`src/rtl/systolic_pkg.sv`:
```
// Shared types and default sizes for the systolic operand feeder.
// The optional stall input of systolic_skew_feeder is enabled by SYSTOLIC_FEEDER_STALL_EN.
package systolic_pkg;

    localparam int DATA_SIZE     = 8;
    localparam int SYSTOLIC_SIZE = 2;

    typedef enum logic [1:0] {
        IDLE,
        FEED,
        FLUSH,
        DONE
    } feeder_state_t;

    typedef struct packed {
        logic [DATA_SIZE-1:0] data;
        logic                 valid;
        logic                 first;
    } lane_t;

endpackage

```
`src/rtl/skew_delay_line.sv`:
```
// Fixed-depth shift register of lane records; one instance per lane gives the triangular skew.
// A hold input freezes every stage so a stalled feeder keeps its lanes aligned.
module skew_delay_line
    import systolic_pkg::*;
#(
    parameter int  N      = 1,
    parameter type elem_t = lane_t
) (
    input  logic  clk,
    input  logic  reset,
    input  logic  hold_i,
    input  elem_t lane_i,
    output elem_t lane_o
);

    elem_t stage_q [N];

    always_ff @(posedge clk) begin
        if (reset) begin
            for (int k = 0; k < N; k++) begin
                stage_q[k] <= '0;
            end
        end else if (!hold_i) begin
            stage_q[0] <= lane_i;
            for (int k = 1; k < N; k++) begin
                stage_q[k] <= stage_q[k-1];
            end
        end
    end

    assign lane_o = stage_q[N-1];

endmodule

```
`src/rtl/systolic_skew_feeder.sv`:
```
// Feeds one skewed matrix-multiply pass of A row-vectors into the first systolic column.
// Defining SYSTOLIC_FEEDER_STALL_EN adds a stall input that freezes the whole feeder.
module systolic_skew_feeder
    import systolic_pkg::*;
#(
    parameter int data_size     = DATA_SIZE,
    parameter int systolic_size = SYSTOLIC_SIZE,
    parameter int klen_width    = 8
) (
    input  logic                  clk,
    input  logic                  reset,
`ifdef SYSTOLIC_FEEDER_STALL_EN
    input  logic                  stall,
`endif
    input  logic                  start,
    input  logic [klen_width-1:0] k_len,
    input  logic [data_size-1:0]  vec_in [0:systolic_size-1],
    input  logic                  vec_valid,
    output logic                  vec_ready,
    output logic [data_size-1:0]  out_a [0:systolic_size-1],
    output logic [systolic_size-1:0] out_valid,
    output logic [systolic_size-1:0] cal_ele_cho_out,
    output logic                  busy,
    output logic                  done
);

    localparam int FW = (systolic_size > 1) ? $clog2(systolic_size) : 1;
    localparam logic [FW-1:0] FLUSH_LAST = FW'(systolic_size - 1);

    typedef struct packed {
        logic [data_size-1:0] data;
        logic                 valid;
        logic                 first;
    } feedLane_t;

    feeder_state_t         state_q;
    logic [klen_width-1:0] kLen_q;
    logic [klen_width-1:0] count_q;
    logic [klen_width-1:0] count_d;
    logic [FW-1:0]         flushCnt_q;
    logic                  zeroPass_q;
    logic                  vecReady_q;
    logic                  busy_q;
    logic                  done_q;

    logic stallW;
    logic accept;
    logic first;
    logic lastAccept;

`ifdef SYSTOLIC_FEEDER_STALL_EN
    assign stallW    = stall;
    assign vec_ready = vecReady_q & ~stall;
`else
    assign stallW    = 1'b0;
    assign vec_ready = vecReady_q;
`endif

    assign accept     = vec_valid & vec_ready;
    assign first      = accept & (count_q == '0);
    assign count_d    = count_q + klen_width'(1);
    assign lastAccept = accept & (count_d == kLen_q);

    // A zero-length pass spends an extra cycle in DONE so done lands two cycles after start.
    always_ff @(posedge clk) begin
        if (reset) begin
            state_q    <= IDLE;
            kLen_q     <= '0;
            count_q    <= '0;
            flushCnt_q <= '0;
            zeroPass_q <= 1'b0;
            vecReady_q <= 1'b0;
            busy_q     <= 1'b0;
            done_q     <= 1'b0;
        end else if (!stallW) begin
            done_q <= 1'b0;
            case (state_q)
                IDLE: begin
                    if (start) begin
                        busy_q  <= 1'b1;
                        count_q <= '0;
                        if (k_len != '0) begin
                            kLen_q     <= k_len;
                            vecReady_q <= 1'b1;
                            state_q    <= FEED;
                        end else begin
                            zeroPass_q <= 1'b1;
                            state_q    <= DONE;
                        end
                    end
                end
                FEED: begin
                    if (accept) begin
                        count_q <= count_d;
                        if (lastAccept) begin
                            vecReady_q <= 1'b0;
                            flushCnt_q <= '0;
                            state_q    <= FLUSH;
                        end
                    end
                end
                FLUSH: begin
                    if (flushCnt_q == FLUSH_LAST) begin
                        done_q  <= 1'b1;
                        state_q <= DONE;
                    end else begin
                        flushCnt_q <= flushCnt_q + FW'(1);
                    end
                end
                DONE: begin
                    if (zeroPass_q) begin
                        zeroPass_q <= 1'b0;
                        done_q     <= 1'b1;
                    end else begin
                        busy_q  <= 1'b0;
                        state_q <= IDLE;
                    end
                end
                default: state_q <= IDLE;
            endcase
        end
    end

    assign busy = busy_q;
    assign done = done_q;

    // Lane i gets i+1 stages; idle cycles push zeroed bubbles so the lanes stay aligned.
    for (genvar i = 0; i < systolic_size; i++) begin : gLane
        feedLane_t laneIn;
        feedLane_t laneOut;

        assign laneIn.data  = accept ? vec_in[i] : '0;
        assign laneIn.valid = accept;
        assign laneIn.first = first;

        skew_delay_line #(
            .N      (i + 1),
            .elem_t (feedLane_t)
        ) uDelay (
            .clk    (clk),
            .reset  (reset),
            .hold_i (stallW),
            .lane_i (laneIn),
            .lane_o (laneOut)
        );

        assign out_a[i]           = laneOut.data;
        assign out_valid[i]       = laneOut.valid;
        assign cal_ele_cho_out[i] = laneOut.first;
    end

endmodule

```
`config.mk`:
```
export PLATFORM = sky130hd
export DESIGN_NAME = systolic_skew_feeder
export DESIGN_NICKNAME = d
export VERILOG_FILES = /design/src/rtl/systolic_pkg.sv /design/src/rtl/skew_delay_line.sv /design/src/rtl/systolic_skew_feeder.sv
export SDC_FILE = /design/constraint.sdc
export NUM_CORES = 1
export LEC_CHECK = 0
export BUFFER_PORTS_ARGS = -buffer_cell sky130_fd_sc_hd__buf_2
export CAP_MARGIN = 25
export CORE_MARGIN = 2
export CORE_UTILIZATION = 45
export DETAILED_ROUTE_END_ITERATION = 6
export PLACE_DENSITY_LB_ADDON = 0.05
export SLEW_MARGIN = 20
export SYNTH_ARGS = -nofsm -noshare
export SYNTH_HDL_FRONTEND = slang
export SYNTH_SLANG_ARGS = --single-unit
```
`constraint.sdc`:
```
create_clock -name clk -period 4.6 [get_ports clk]
set_input_delay 0.46 -clock clk [delete_from_list [all_inputs] [get_ports clk]]
set_output_delay 0.46 -clock clk [all_outputs]
set_load 0.1 [all_outputs]
```
[Word-level counts from Yosys, hierarchy flattened]
Memories as Yosys holds them, arrays and structs flattened.
Cells that the tools add are included.
Storage, ports and cells
  bits of input ports: 28
  output and inout bits: 23
  memories kept: 2
  register bits: 23
  bits in writable memories: 30
  logic and storage cells: 77
Memory list
  gLane[1].uDelay.stage_q: depth 2, bits a word 10, rd ports 2, clocked after Yosys merged registers in 0, wr ports 2, line skew_delay_line.sv:16  | elem_t stage_q [N];
  gLane[0].uDelay.stage_q: depth 1, bits a word 10, rd ports 1, clocked after Yosys merged registers in 0, wr ports 1, line skew_delay_line.sv:16
Operators by class
  muxes and demuxes: 35
  $add $sub $neg: 2
  bitwise logic cells: 5
  equal/unequal tests: 11
  reductions and logical operators: 14
Operators by type and width (count)
  8-bit 2-to-1 mux: 4
  10-bit 2-to-1 mux: 3
  8-bit case mux with 2 select lines: 1
  1-bit 2-to-1 mux: 15
  3-bit AND reduction: 5
  2-bit != test (second input constant): 7
  2-bit 2-to-1 mux: 6
  1-bit case mux with 2 select lines: 5
  5-bit AND reduction: 2
  10-bit OR reduction: 1
  8-bit by 1-bit adder with 8-bit output (second input constant): 1
  8-bit == test: 1
  8-bit zero test: 1
  2-bit case mux with 4 select lines: 1
  8-bit nonzero test: 1
  2-bit nonzero test: 3
  2-bit == test (second input constant): 2
  1-bit bitwise AND: 3
  2-bit by 1-bit == test with 1-bit output (second input constant): 1
  2-bit zero test: 1
  1-bit bitwise OR: 2
  1-bit adder (second input constant): 1

[Logic depth before layout (Yosys ltp)]
  depth after elaboration: 6
  depth in mapped cells: 8
  gate-level depth less buffers: 8

[Hierarchy]
Synthesis repeated with hierarchy kept, for this count alone.
Unflattened totals
  cells, all modules: 277
  area, all modules: 2941.6 µm²
By module, submodules not included
  systolic_skew_feeder: times used 1, cells each 199, area an instance 1517.7 µm², sequential area each 460.4 µm²
  skew_delay_line (gLane[1].uDelay): times used 1, cells each 55, area an instance 969.7 µm², sequential area each 600.6 µm²
  skew_delay_line (gLane[0].uDelay): times used 1, cells each 23, area an instance 454.2 µm², sequential area each 300.3 µm²

[Worst setup path before layout]
Ideal clock, no wire load.
  path kind: reg-to-reg
  from: register vecReady_q (netlist: vec_ready)
  to: register state_q[1]
  cell stages (with the launch flop): 7
  buffers on the path: 0
  clock period less this slack: 2.199 ns
  data arrival time: 2.108 ns
  setup slack: 2.401 ns
  setup time: 0.091 ns
  required time: 4.509 ns
  path through: dfxtp_1 nand2_1 a211o_1 a211oi_2 a31o_4 a21oi_1 a311oi_1
Between the ends
  word-level cells in the longest chain between the ends: 4
  elaborated cells between the ends (all ways): 5
  classes of those cells: 2 x eq/ne; 2 x bitwise; 1 x reduce/logical
RTL lines
  start: declaration: line systolic_skew_feeder.sv:42  | logic vecReady_q;
  start signal: assignment: line systolic_skew_feeder.sv:72  | vecReady_q <= 1'b0;
  start signal: assignment: line systolic_skew_feeder.sv:84  | vecReady_q <= 1'b1;
  start signal: assignment: line systolic_skew_feeder.sv:96  | vecReady_q <= 1'b0;
  1-bit bitwise AND (*): line systolic_skew_feeder.sv:59  | assign accept = vec_valid & vec_ready;
  1-bit bitwise AND: line systolic_skew_feeder.sv:62  | assign lastAccept = accept & (count_d == kLen_q);
  2-bit != test (no source line)
  5-bit AND reduction (no source line) (*)
  end signal: assignment: line systolic_skew_feeder.sv:67  | state_q <= IDLE;
  end signal: assignment: line systolic_skew_feeder.sv:85  | state_q <= FEED;
  end signal: assignment: line systolic_skew_feeder.sv:88  | state_q <= DONE;
  end: declaration: line systolic_skew_feeder.sv:36  | feeder_state_t state_q;
Every way passes the cells marked *; elsewhere a longest branch is shown, timed or not.
A chain may end at the register's enable or synchronous reset.

[Worst setup path after layout]
  from: register state_q[1]
  to: register count_q[2]
Between the ends
  word-level cells in the longest chain between the ends: 3
  elaborated cells between the ends (all ways): 7
  classes of those cells: 3 x eq/ne; 1 x mux; 3 x reduce/logical
RTL lines
  2-bit by 1-bit == test with 1-bit output / 2-bit zero test (equally long branches): line systolic_skew_feeder.sv:77  | case (state_q)
  2-bit != test (no source line) / 2-bit nonzero test (equally long branches)
  3-bit AND reduction (no source line)
  end signal: assignment: line systolic_skew_feeder.sv:94  | count_q <= count_d;
  end: declaration: line systolic_skew_feeder.sv:38  | logic [klen_width-1:0] count_q;
Parallel ways exist; a longest one is shown, timed or not.

==> run summary <==
=====================================================================================
Status                                                                      completed
Final critical-path share of the clock period                                   48.5%
Startpoint of the tightest hold check path                                  vec_in[3]
Number of setup buffers added after CTS                                             0
# rows                                                                             25
Static Leak                                                                   1.11 nW
Share of cells above drive strength 1                                           23.4%
Std-Cell Core Area                                                          4720 um^2
Clock-pin slew of the registers on the worst-case setup and hold paths          90 ps
Final slew viol count                                                               0
1st-pass router iterations                                                          4
Slew at the pin closest to its max-slew limit                                  911 ps
Number of cells produced by synthesis                                             239
Final setup fails                                                                   0
Total grt overflow                                                                  0
Post_cts resized                                                                    0
Asr flop ratio synth                                                               0%
Total via count after detailed routing                                           1653
Worst-path cell with the longest stage delay                                  a21oi_1
Post-synthesis cell type with the largest combined area                       dfxtp_1
Die ar.                                                                     5470 um^2
Final std cell area, no fill                                                2490 um^2
Global-route usage over all layers                                              16.4%
Number of enable-type register cells in the synthesized netlist                     0
Pin count of the biggest net entering global routing                               35
Kind of critical path                                                    flop to flop
Fill cell count                                                                   460
Leading cell types by total area after synthesis                         dfxtp_1, buf_4, and2_1, a21oi_1, mux2i_1
Critical path cell sequence                                              inv_1 -> ha_1 -> nand2b_1 -> a21oi_1 -> nand2_1 -> nor3b_1 -> a21oi_1 -> nor2_1
Post-route setup TNS                                                             0 ps
Most used DFF post-synth                                                      dfxtp_1
Multi-input gate area in the final layout                                    990 um^2
# DRC                                                                               0
Die boundary width                                                            74.0 um
Max-cap check violation count                                                       0
Post-detailed-route wirelength per cell                                       12.5 um
Overall power                                                                 1.23 mW
Relative slew slack                                                             39.0%
Clock buffers created by TritonCTS                                                  5
Highest fanout seen on the critical path                                           12
Buffer cell driving the clock tree root                                      clkbuf_8
Post-Synthesis Cell Area                                                    2200 um^2
Post-CTS Hold Fix Bufs                                                              0
Placed Area                                                                 2380 um^2
Global-route wire length before repair                                        6900 um
Number of clock sinks seen by CTS                                                  51
Max VDD drop                                                                 0.197 mV
Synth top area share                                                            46.4%
Mapped Nets                                                                       273
Post-synthesis cell type count                                                     44
Power density over the cells                                              494 nW/um^2
Total I/O pin count                                                                51
Min-Delay Path Class                                                     primary input to flop
Y dimension of the die                                                        74.0 um
Sequential-to-total area share from yosys stat                                  46.4%
Via count of the first global-routing pass                                       1487
Antenna Nets Post-Route                                                             0
Category of the worst setup path capture point                                   flop
Clk_skew                                                                      5.90 ps
Routed WL                                                                     4250 um
Mean area per synthesized cell                                              9.21 um^2
Routed via count divided by cell count                                           4.85
Maximum level of the CTS H-tree                                                     2
Nets                                                                              308
Growth of design area from synthesis to finish                                  13.0%
F_max                                                                         448 MHz
Kind of start point of the critical path                                         flop
Crit path required time                                                       4830 ps
Number of buffers on the longest clock path                                         2
Worst reg2reg startpoint                                                 state_q[1]$_SDFFE_PP0P_
YS warnings                                                                         0
Setup repair after global routing missed its margin                             false
Final critical-path required period                                           2230 ps
Detailed Route Iter0 Violations                                                    80
Placer congestion estimate                                                      0.830
Initial antenna violation count                                                     0
Clock insertion delay at the later pin of the skew report                      300 ps
Worst path most repeated cell                                                 a21oi_1
Register bit total from synthesis                                                  51
CTS tree                                                                         done
Arrival time of the worst setup path                                          2460 ps
Maximum single-stage delay on the critical path                                470 ps
Endpoints failing hold                                                              0
Sequential cell area in the final layout                                    1020 um^2
Timing startpoint of the critical path                                   state_q[1]$_SDFFE_PP0P_
Effective utilization at floorplan                                              46.6%
Number of antenna cells inserted                                                    0
Final HPWL from detailed placement                                            3100 um
Total of buffers placed on input and output ports                                  50
=====================================================================================
state kept, by name, summed over array words and instances (netlist names):
register and cells:
busy 1, state_q 2, count_q 8, vec_ready 1, done 1, flushCnt_q 1
kLen_q 8, zeroPass_q 1, gLane.uDelay.stage_q 28
cell usage after synthesis (2+ instances only):
master     n
buf_4     16
a311oi_1   2
dfxtp_1   51
inv_1     10
ha_1       6
a211oi_1   3
mux2i_1    8
clkbuf_1   4
o21ai_0    8
nor2_1    19
nor3_1     6
and2_1    16
and4_1     2
nand2_1   18
or4_1      2
nand2b_1   4
xor2_1     6
and3_2     2
nand3_1    5
a21oi_1   18
nor2b_1   10
power by group:
group          switching [mW]  total (mW)  internal, mW
Sequential             0.0297       0.513         0.483
Combinational           0.282       0.417         0.134
Clock                   0.142       0.301         0.159
Total                   0.454        1.23         0.776
routing by layer:
| layer | wire (um) | track usage (%) |
|---|---|---|
| met5 | 0 | 0 |
| met4 | 42 | 5.45 |
| met3 | 179 | 3.79 |
| met2 | 2010 | 26.7 |
| met1 | 2010 | 21.7 |
through the flow:
| step | setup WS (ps) | utilization [%] | hold slack [ps] | cells |
|---|---|---|---|---|
| after detailed placement | 2380 | 50.4 | 425 | 334 |
| after global placement | 2440 | 50.4 | 416 | 334 |
| after floorplan | 2400 | - | 414 | 239 |
| after global routing | 2080 | 52.7 | 342 | 341 |
| final | 2370 | 52.7 | 356 | 341 |
| after CTS | 2350 | 52.7 | 348 | 341 |
worst max-delay path, delay by kind of cell (launching register included):
family                     cells  cell delay, ps
AOI/OAI and AO/OA              2             530
and+or+nand+nor                4             850
adders and majority gates      1             320
DFF                            1             390
buffers and inverters          1              80
cell families (layout without fill, tap and decap cells):
group | Yosys count | after routing | synth area share [%]
muxes | 8 | 8 | 3.64
DFF | 51 | 51 | 46.4
buffers and inverters | 32 | 67 | 8.69
adders and majority gates | 6 | 6 | 3.41
and+or+nand+nor | 94 | 94 | 23.0
AOI/OAI and AO/OA | 41 | 41 | 12.2
xor gates and xnor gates | 7 | 7 | 2.78
worst paths after layout:
| path | end | slack, ps | depth (start not counted) |
|---|---|---|---|
| setup / recovery | count_q[2]$_SDFFE_PP0P_ | 2370 | 8 |
| hold / removal | gLane[1].uDelay.stage_q[0][5]$_SDFF_PP0_ | 360 | 2 |
| setup reg to reg | count_q[2]$_SDFFE_PP0P_ | 2370 | 8 |
| hold reg to reg | gLane[1].uDelay.stage_q[0][13]$_SDFF_PP0_ | 440 | 1 |
final cells by class:
class                           instances  share of cell area [%]
Clock buffer                            5                    2.77
Clock inverter                          2                    1.51
Inverter                               10                    1.51
Multi-Input combinational cell        156                    39.8
Sequential cell                        51                    41.0
Tap cell                               67                    3.37
Timing Repair Buffer                   50                    10.1
layout by cell type, fill, tap and decap left out, types with 2 or more instances in the layout:
cell type  netlist  final
dfxtp_1         51     51
buf_2            0     50
nor2_1          19     19
nand2_1         18     18
a21oi_1         18     18
and2_1          16     16
inv_1           10     10
nor2b_1         10     10
mux2i_1          8      8
o21ai_0          8      8
xor2_1           6      6
nor3_1           6      6
ha_1             6      6
nand3_1          5      5
clkbuf_8         0      5
nand2b_1         4      4
a211oi_1         3      3
or4_1            2      2
and3_2           2      2
and4_1           2      2
a311oi_1         2      2
(Power assumes the default switching activity.)
